### src/rtl/countdown_timer.sv
// Loadable down-counter with run/hold control, optional auto-reload
// and a one-cycle terminal-count pulse.
module countdown_timer #(
    parameter int WIDTH = 4
) (
    input  logic             Clock,
    input  logic             Reset,
    input  logic             Load,
    input  logic [WIDTH-1:0] D,
    input  logic             Start,
    input  logic             Stop,
    input  logic             AutoReload,
    output logic [WIDTH-1:0] Q,
    output logic             Busy,
    output logic             Done,
    output logic             Zero
);

    localparam logic [1:0] IDLE = 2'd0;
    localparam logic [1:0] RUN  = 2'd1;
    localparam logic [1:0] HOLD = 2'd2;

    localparam logic [WIDTH-1:0] ONE = WIDTH'(1);
    localparam logic [WIDTH-1:0] NIL = '0;

    logic [1:0]       state_q, state_d;
    logic [WIDTH-1:0] q_q, q_d;
    logic [WIDTH-1:0] r_q, r_d;
    logic             done_q, done_d;

    always_comb begin
        state_d = state_q;
        q_d     = q_q;
        r_d     = r_q;
        done_d  = 1'b0;
        if (Load) begin
            q_d = D;
            r_d = D;
            if (state_q == RUN && D == NIL) begin
                state_d = IDLE;
            end
        end else begin
            case (state_q)
                IDLE: begin
                    if (Start && q_q != NIL) begin
                        state_d = RUN;
                    end
                end
                RUN: begin
                    if (Stop) begin
                        state_d = HOLD;
                    end else if (q_q > ONE) begin
                        q_d = q_q - ONE;
                    end else if (q_q == ONE) begin
                        done_d = 1'b1;
                        if (AutoReload) begin
                            q_d = r_q;
                            if (r_q <= ONE) begin
                                state_d = IDLE;
                            end
                        end else begin
                            q_d     = NIL;
                            state_d = IDLE;
                        end
                    end else begin
                        // Unreachable with Q == 0; never decrement past zero.
                        state_d = IDLE;
                    end
                end
                HOLD: begin
                    if (Start && !Stop) begin
                        state_d = (q_q != NIL) ? RUN : IDLE;
                    end
                end
                default: begin
                    state_d = IDLE;
                end
            endcase
        end
    end

    always_ff @(posedge Clock or posedge Reset) begin
        if (Reset) begin
            state_q <= IDLE;
            q_q     <= NIL;
            r_q     <= NIL;
            done_q  <= 1'b0;
        end else begin
            state_q <= state_d;
            q_q     <= q_d;
            r_q     <= r_d;
            done_q  <= done_d;
        end
    end

    assign Q    = q_q;
    assign Busy = (state_q == RUN);
    assign Done = done_q;
    assign Zero = (q_q == NIL);

endmodule
### config.mk
export PLATFORM = sky130hd
export DESIGN_NAME = countdown_timer
export DESIGN_NICKNAME = d
export VERILOG_FILES = /design/src/rtl/countdown_timer.sv
export SDC_FILE = /design/constraint.sdc
export NUM_CORES = 1
export LEC_CHECK = 0
export BUFFER_PORTS_ARGS = -buffer_cell sky130_fd_sc_hd__clkbuf_2
export CORE_MARGIN = 4
export CORE_UTILIZATION = 40
export DETAILED_ROUTE_END_ITERATION = 10
export GPL_ROUTABILITY_DRIVEN = 0
export GPL_TIMING_DRIVEN = 0
export SLEW_MARGIN = 30
export SYNTH_ARGS = -nofsm -noshare
export SYNTH_HDL_FRONTEND = slang
export SYNTH_SLANG_ARGS = --single-unit
export TNS_END_PERCENT = 30
### constraint.sdc
create_clock -name Clock -period 1.9 [get_ports Clock]
set_clock_uncertainty 0.2 [all_clocks]
set_input_delay 0.19 -clock Clock [delete_from_list [all_inputs] [get_ports Clock]]
set_output_delay 0.19 -clock Clock [all_outputs]
set_load 0.05 [all_outputs]
==> results.cfg, run 1 <==
[clock_tree]
clk_path_buf_depth = 2
clock_latency_ns = 0.27
cts_made_buffers = 3
cts-root-buf = clkbuf_4
cts_tree = yes
clk_pin_slew_ns = 0.08
htree_levels = 1
cts_sinks = 11

[cells_and_area]
multiInputGateArea_um2 = 392
diodes = 0
drive_above_1_share = 0.305
finalNonFillerCells = 121
syn2layout_area_growth_pct = 31.8
fin_area_um2 = 928
n_fill_cell = 154
layout.nets = 119
final_util = 0.589
seqCellArea_um2 = 278

[yosys]
syn_area_um2 = 704
post_synth.cell_area_avg_um2 = 9.15
synth_flop_cell = dfrtp_1
seq_area_frac_synth = 0.391
synth.top_cell.area_share = 0.391
synth_nets = 90
async_flop_share = 1.00
yosys_warnings = 0
yosys_register_bits = 11
syn_inst = 77
yosysMostFrequentCell = dfrtp_1
synth_area_leaders = dfrtp_1 39%, ha_1 5.3%, inv_1 4.8%, o21ai_0 4.3%, nor2_1 3.7%
synth.largest_area_cell = dfrtp_1
synth_common_cells = 11 x dfrtp_1, 9 x inv_1, 7 x nor2_1
ys_types = 31
synth_edf_count = 0

[timing]
clock.fmax_mhz = 553
rsz0062_at_grt = true
drv_slew = 0
period_share = 0.952
finalSetupViolCount = 0
relSlewSlack = 0.699
finalCriticalPeriod_ns = 1.81
worst_pin_slew_ns = 0.451
hold_viol = 0

[setup_path]
crit_type = flop to flop
r2r-start = state_q[1]
crit_path_end_kind = flop
startpoint = state_q[1]
worst-endpoint-required_ns = 1.87
arrival_ns = 1.78
path_max_fanout = 6
reg2reg_depth = 5
rrSetupSlack_ns = 0.09
worstSetupStartpointType = flop
r2r-end = Q[0]

[placement]
dpl_cell_area_um2 = 802
io_buffers = 15
dp_hpwl_um = 1260
placed_cells = 108

[drt]
via_per_inst = 5.55
antenna_left = 0
dr_total_vias = 671
drtIter0Drc = 16
wl_um = 1790
drc = 0
drt_pass1_iterations = 4
drt-wirelength-per-cell_um = 14.8

[hold_path]
hp-class = input port to flop
hold_path_startpoint = Start
holdPathEnd = state_q[1]
whs_path_depth = 4

[power]
peakVddDrop_v = 0.000702
power_mw = 1.07
power_leakage_nw = 0.448
power-per-cell-area_nw_per_um2 = 1160

[floorplan]
chipWidth_um = 50.0
die-height_um = 50.0
core-area_um2 = 1580
num_rows = 14
num_io_pins = 17
start_util = 0.447
dieArea_um2 = 2500

[global_route]
grt_pass1_vias = 659
grt_max_degree = 12
grt_usage = 0.167
grt_pass1_wl_um = 3070
overflow = 0
antenna_found_initial = 0

[run_status]
status = finished, final reports clean

[run]
maxCapViolations = 0
-- worst max path at each step --
stage,to,cells past startpoint
after floorplan,Q[2],6
after global placement,Q[0],6
after detailed placement,Q[0],6
after CTS,Q[0],6
after global routing,Q[0],6
final,Q[0],5
-- registers in the layout, summed over array words and instances (netlist names) --
| register | flops |
|---|---|
| r_q | 4 |
| state_q | 2 |
| Done | 1 |
| Q | 4 |
-- layer usage --
layer  share of wire  GRT usage  vias to the layer above
met5               0          0                        -
met4           0.017     0.0922                        0
met2            0.45      0.244                       25
met1            0.47      0.222                      306
met3           0.058     0.0422                        4
li1                -          -                      336
-- where the power goes --
group / leakage [nW] / internal (mW) / switching [mW] / total (mW)
Sequential: 0.133 / 0.285 / 0.0576 / 0.342
Clock: 0.0150 / 0.0813 / 0.0844 / 0.166
Combinational: 0.299 / 0.215 / 0.350 / 0.564
-- repair_timing --
item,4_1_cts,5_1_grt
setup endpoints to repair,1,6
hold buffers,6,0
resized for setup,1,6
pin swaps,0,1
setup buffers,0,3
cloned,0,0
hold endpoints to repair,19,0
-- final cells by class --
type                    instances  share of cell area
repair buffers                 24               0.173
multi-input cells              54               0.422
plain buffers                   3              0.0202
well taps                      16              0.0216
inverters                       9              0.0364
flip-flops and latches         11               0.299
clock buffers                   4              0.0283
-- metrics by stage --
step                      hold slack (ns)  setup TNS (ns)  setup WS (ns)
final                              0.0712               0         0.0903
after floorplan                    -0.158               0         0.0309
after CTS                          0.0617               0         0.0117
after global placement           -0.00730               0         0.0862
after global routing               0.0825         -0.0433        -0.0217
after detailed placement          0.00751               0         0.0199
-- worst max-delay path: stages (launching register included) --
cell	delay [ns]
dfrtp_1	0.38
or3b_1	0.38
buf_6	0.15
a31oi_4	0.24
nor2_2	0.06
o41ai_2	0.29
-- kinds of logic (layout without fill, tap and decap cells) --
| group | Yosys count | count (layout) | share of synthesized area |
|---|---|---|---|
| flops | 11 | 11 | 0.391 |
| xor+xnor | 1 | 1 | 0.0124 |
| buf+inv | 12 | 40 | 0.0746 |
| fa+ha+maj | 3 | 3 | 0.0533 |
| compound gates | 24 | 24 | 0.275 |
| simple gates | 26 | 26 | 0.194 |
-- placed cells by master, fill, tap and decap left out, types with 2 or more instances in the layout --
cell            n
o211a_1         2
a211o_1         2
o2111ai_1       2
clkbuf_1        3
a21oi_1         3
clkbuf_2       14
ha_2            2
nor2_1          5
nand2_1         6
dfrtp_1         9
nor2_2          2
nand2b_1        2
nor3_1          2
inv_1           9
dlygate4sd3_1   6
o31ai_1         3
o21ai_0         6
clkbuf_4        4
buf_4           3
dfrtp_2         2
(Power assumes the default switching activity.)
==> run 2: changes to the inputs <==
CORE_UTILIZATION = 50   (was 40)
PLACE_DENSITY = 0.75   (was default)
==> results.cfg, run 2 (same netlist as run 1, synthesis figures left out) <==
[setup_path]
worstSetupStartpointType = flop
critPathBufInv = 1
arrival_ns = 1.79
max_stage_delay_ns = 0.43
rrSetupSlack_ns = 0.08
endpoint = Q[0]
cp_cell_sequence = or3b_1 > buf_6 > a31oi_4 > nor2_2 > o41ai_2
path_delay_family = compound AO/OA/AOI/OAI gates
r2r-end = Q[0]
crit_type = flop to flop
r2r-start = state_q[1]
crit_slowest_cell = dfrtp_1
worst-endpoint-required_ns = 1.87
startpoint = state_q[1]
path_max_fanout = 6
cp.depth = 5
reg2reg_depth = 5
crit_path_end_kind = flop

[floorplan]
num_io_pins = 17
dieArea_um2 = 2070
core-area_um2 = 1320
num_rows = 13
chipWidth_um = 45.5
start_util = 0.535
die-height_um = 45.5

[placement]
io_buffers = 15
post-place-ws_ns = 0.0538
dp_hpwl_um = 1230

[timing]
drv_slew = 0
hold_viol = 0
timing.final.ws_setup_ns = 0.0803
rsz0062_at_grt = true
worst_pin_slew_ns = 0.445
holdWs_ns = 0.00448
relSlewSlack = 0.703
finalCriticalPeriod_ns = 1.82
clock.fmax_mhz = 550
finalSetupViolCount = 0
period_share = 0.958

[global_route]
antenna_found_initial = 0
grt_pass1_wl_um = 2890
grt_usage = 0.199
grt_max_degree = 12
grt_pass1_vias = 642
overflow = 0

[cells_and_area]
n_fill_cell = 115
drive_above_1_share = 0.287
final_common_cell = clkbuf_2
syn2layout_area_growth_pct = 26.6
layout.nets = 115
diodes = 0
final_cell_mix = 15 x clkbuf_2, 9 x dfrtp_1, 9 x inv_1

[drt]
via_per_inst = 5.72
drt-wirelength-per-cell_um = 14.6
drt_pass1_iterations = 4
antenna_left = 0
wl_um = 1690
drc = 0
drtIter0Drc = 17
dr_total_vias = 664

[clock_tree]
cts-root-buf = clkbuf_4
clock_latency_ns = 0.28
clk_path_buf_depth = 2
cts_sinks = 11
cts_made_buffers = 3
htree_levels = 1
clk_pin_slew_ns = 0.07
cts_tree = yes
post_cts_buffers = 0

[run_status]
status = finished, final reports clean

[power]
power_leakage_nw = 0.428
power-per-cell-area_nw_per_um2 = 1150
power_mw = 1.02
peakVddDrop_v = 0.000514

[hold_path]
hp-class = input port to flop

[run]
maxCapViolations = 0
[run 2: cell type report]
class                   instances  area [um2]  share of cell area
plain buffers                   3        18.8              0.0210
clock buffers                   4        26.3              0.0295
inverters                       9        33.8              0.0379
multi-input cells              54         392               0.439
flip-flops and latches         11         278               0.311
well taps                      15        18.8              0.0210
repair buffers                 20         125               0.140
[run 2: how the worst min path moves through the flow]
| stage | cells after the start | from | endpoint |
|---|---|---|---|
| global route | 3 | Stop | state_q[1] |
| global placement | 2 | Reset | r_q[2] |
| detailed placement | 2 | Reset | r_q[2] |
| floorplan | 1 | Reset | Done |
| finish | 3 | Stop | state_q[1] |
| CTS | 3 | Stop | state_q[1] |
[run 2: power by group]
group	total (mW)	switching, mW	internal [mW]
Clock	0.167	0.0856	0.0814
Sequential	0.356	0.0717	0.285
Combinational	0.501	0.328	0.173
[run 2: repair_timing]
action	in CTS	in global routing
gates resized for setup	1	4
endpoints found under the hold margin	19	0
pin swaps	0	2
endpoints found under the setup margin	1	5
hold buffers	5	0
[run 2: metal layers]
layer  wire, um  share of wire  global-route usage  vias to the layer above
met1        806           0.48               0.262                      311
met2        764           0.45               0.295                       20
met3         83          0.049              0.0474                        5
li1           -              -                   -                      328
met5          0              0                   0                        -
met4         36          0.021               0.111                        0
[run 2: stage by stage]
step	instances	utilization	cell area, um2	setup TNS, ns
2_1_floorplan	77	-	707	0
3_5_place_dp	107	0.608	801	0
5_1_grt	116	0.677	892	-0.00185
6_report	116	0.677	892	0
4_1_cts	116	0.668	880	0
3_3_place_gp	107	0.608	801	0
[run 2: worst min-delay path: cells and delay by family]
family | cells | cell delay (ns)
buf+inv | 1 | 0.11
simple gates | 2 | 0.14
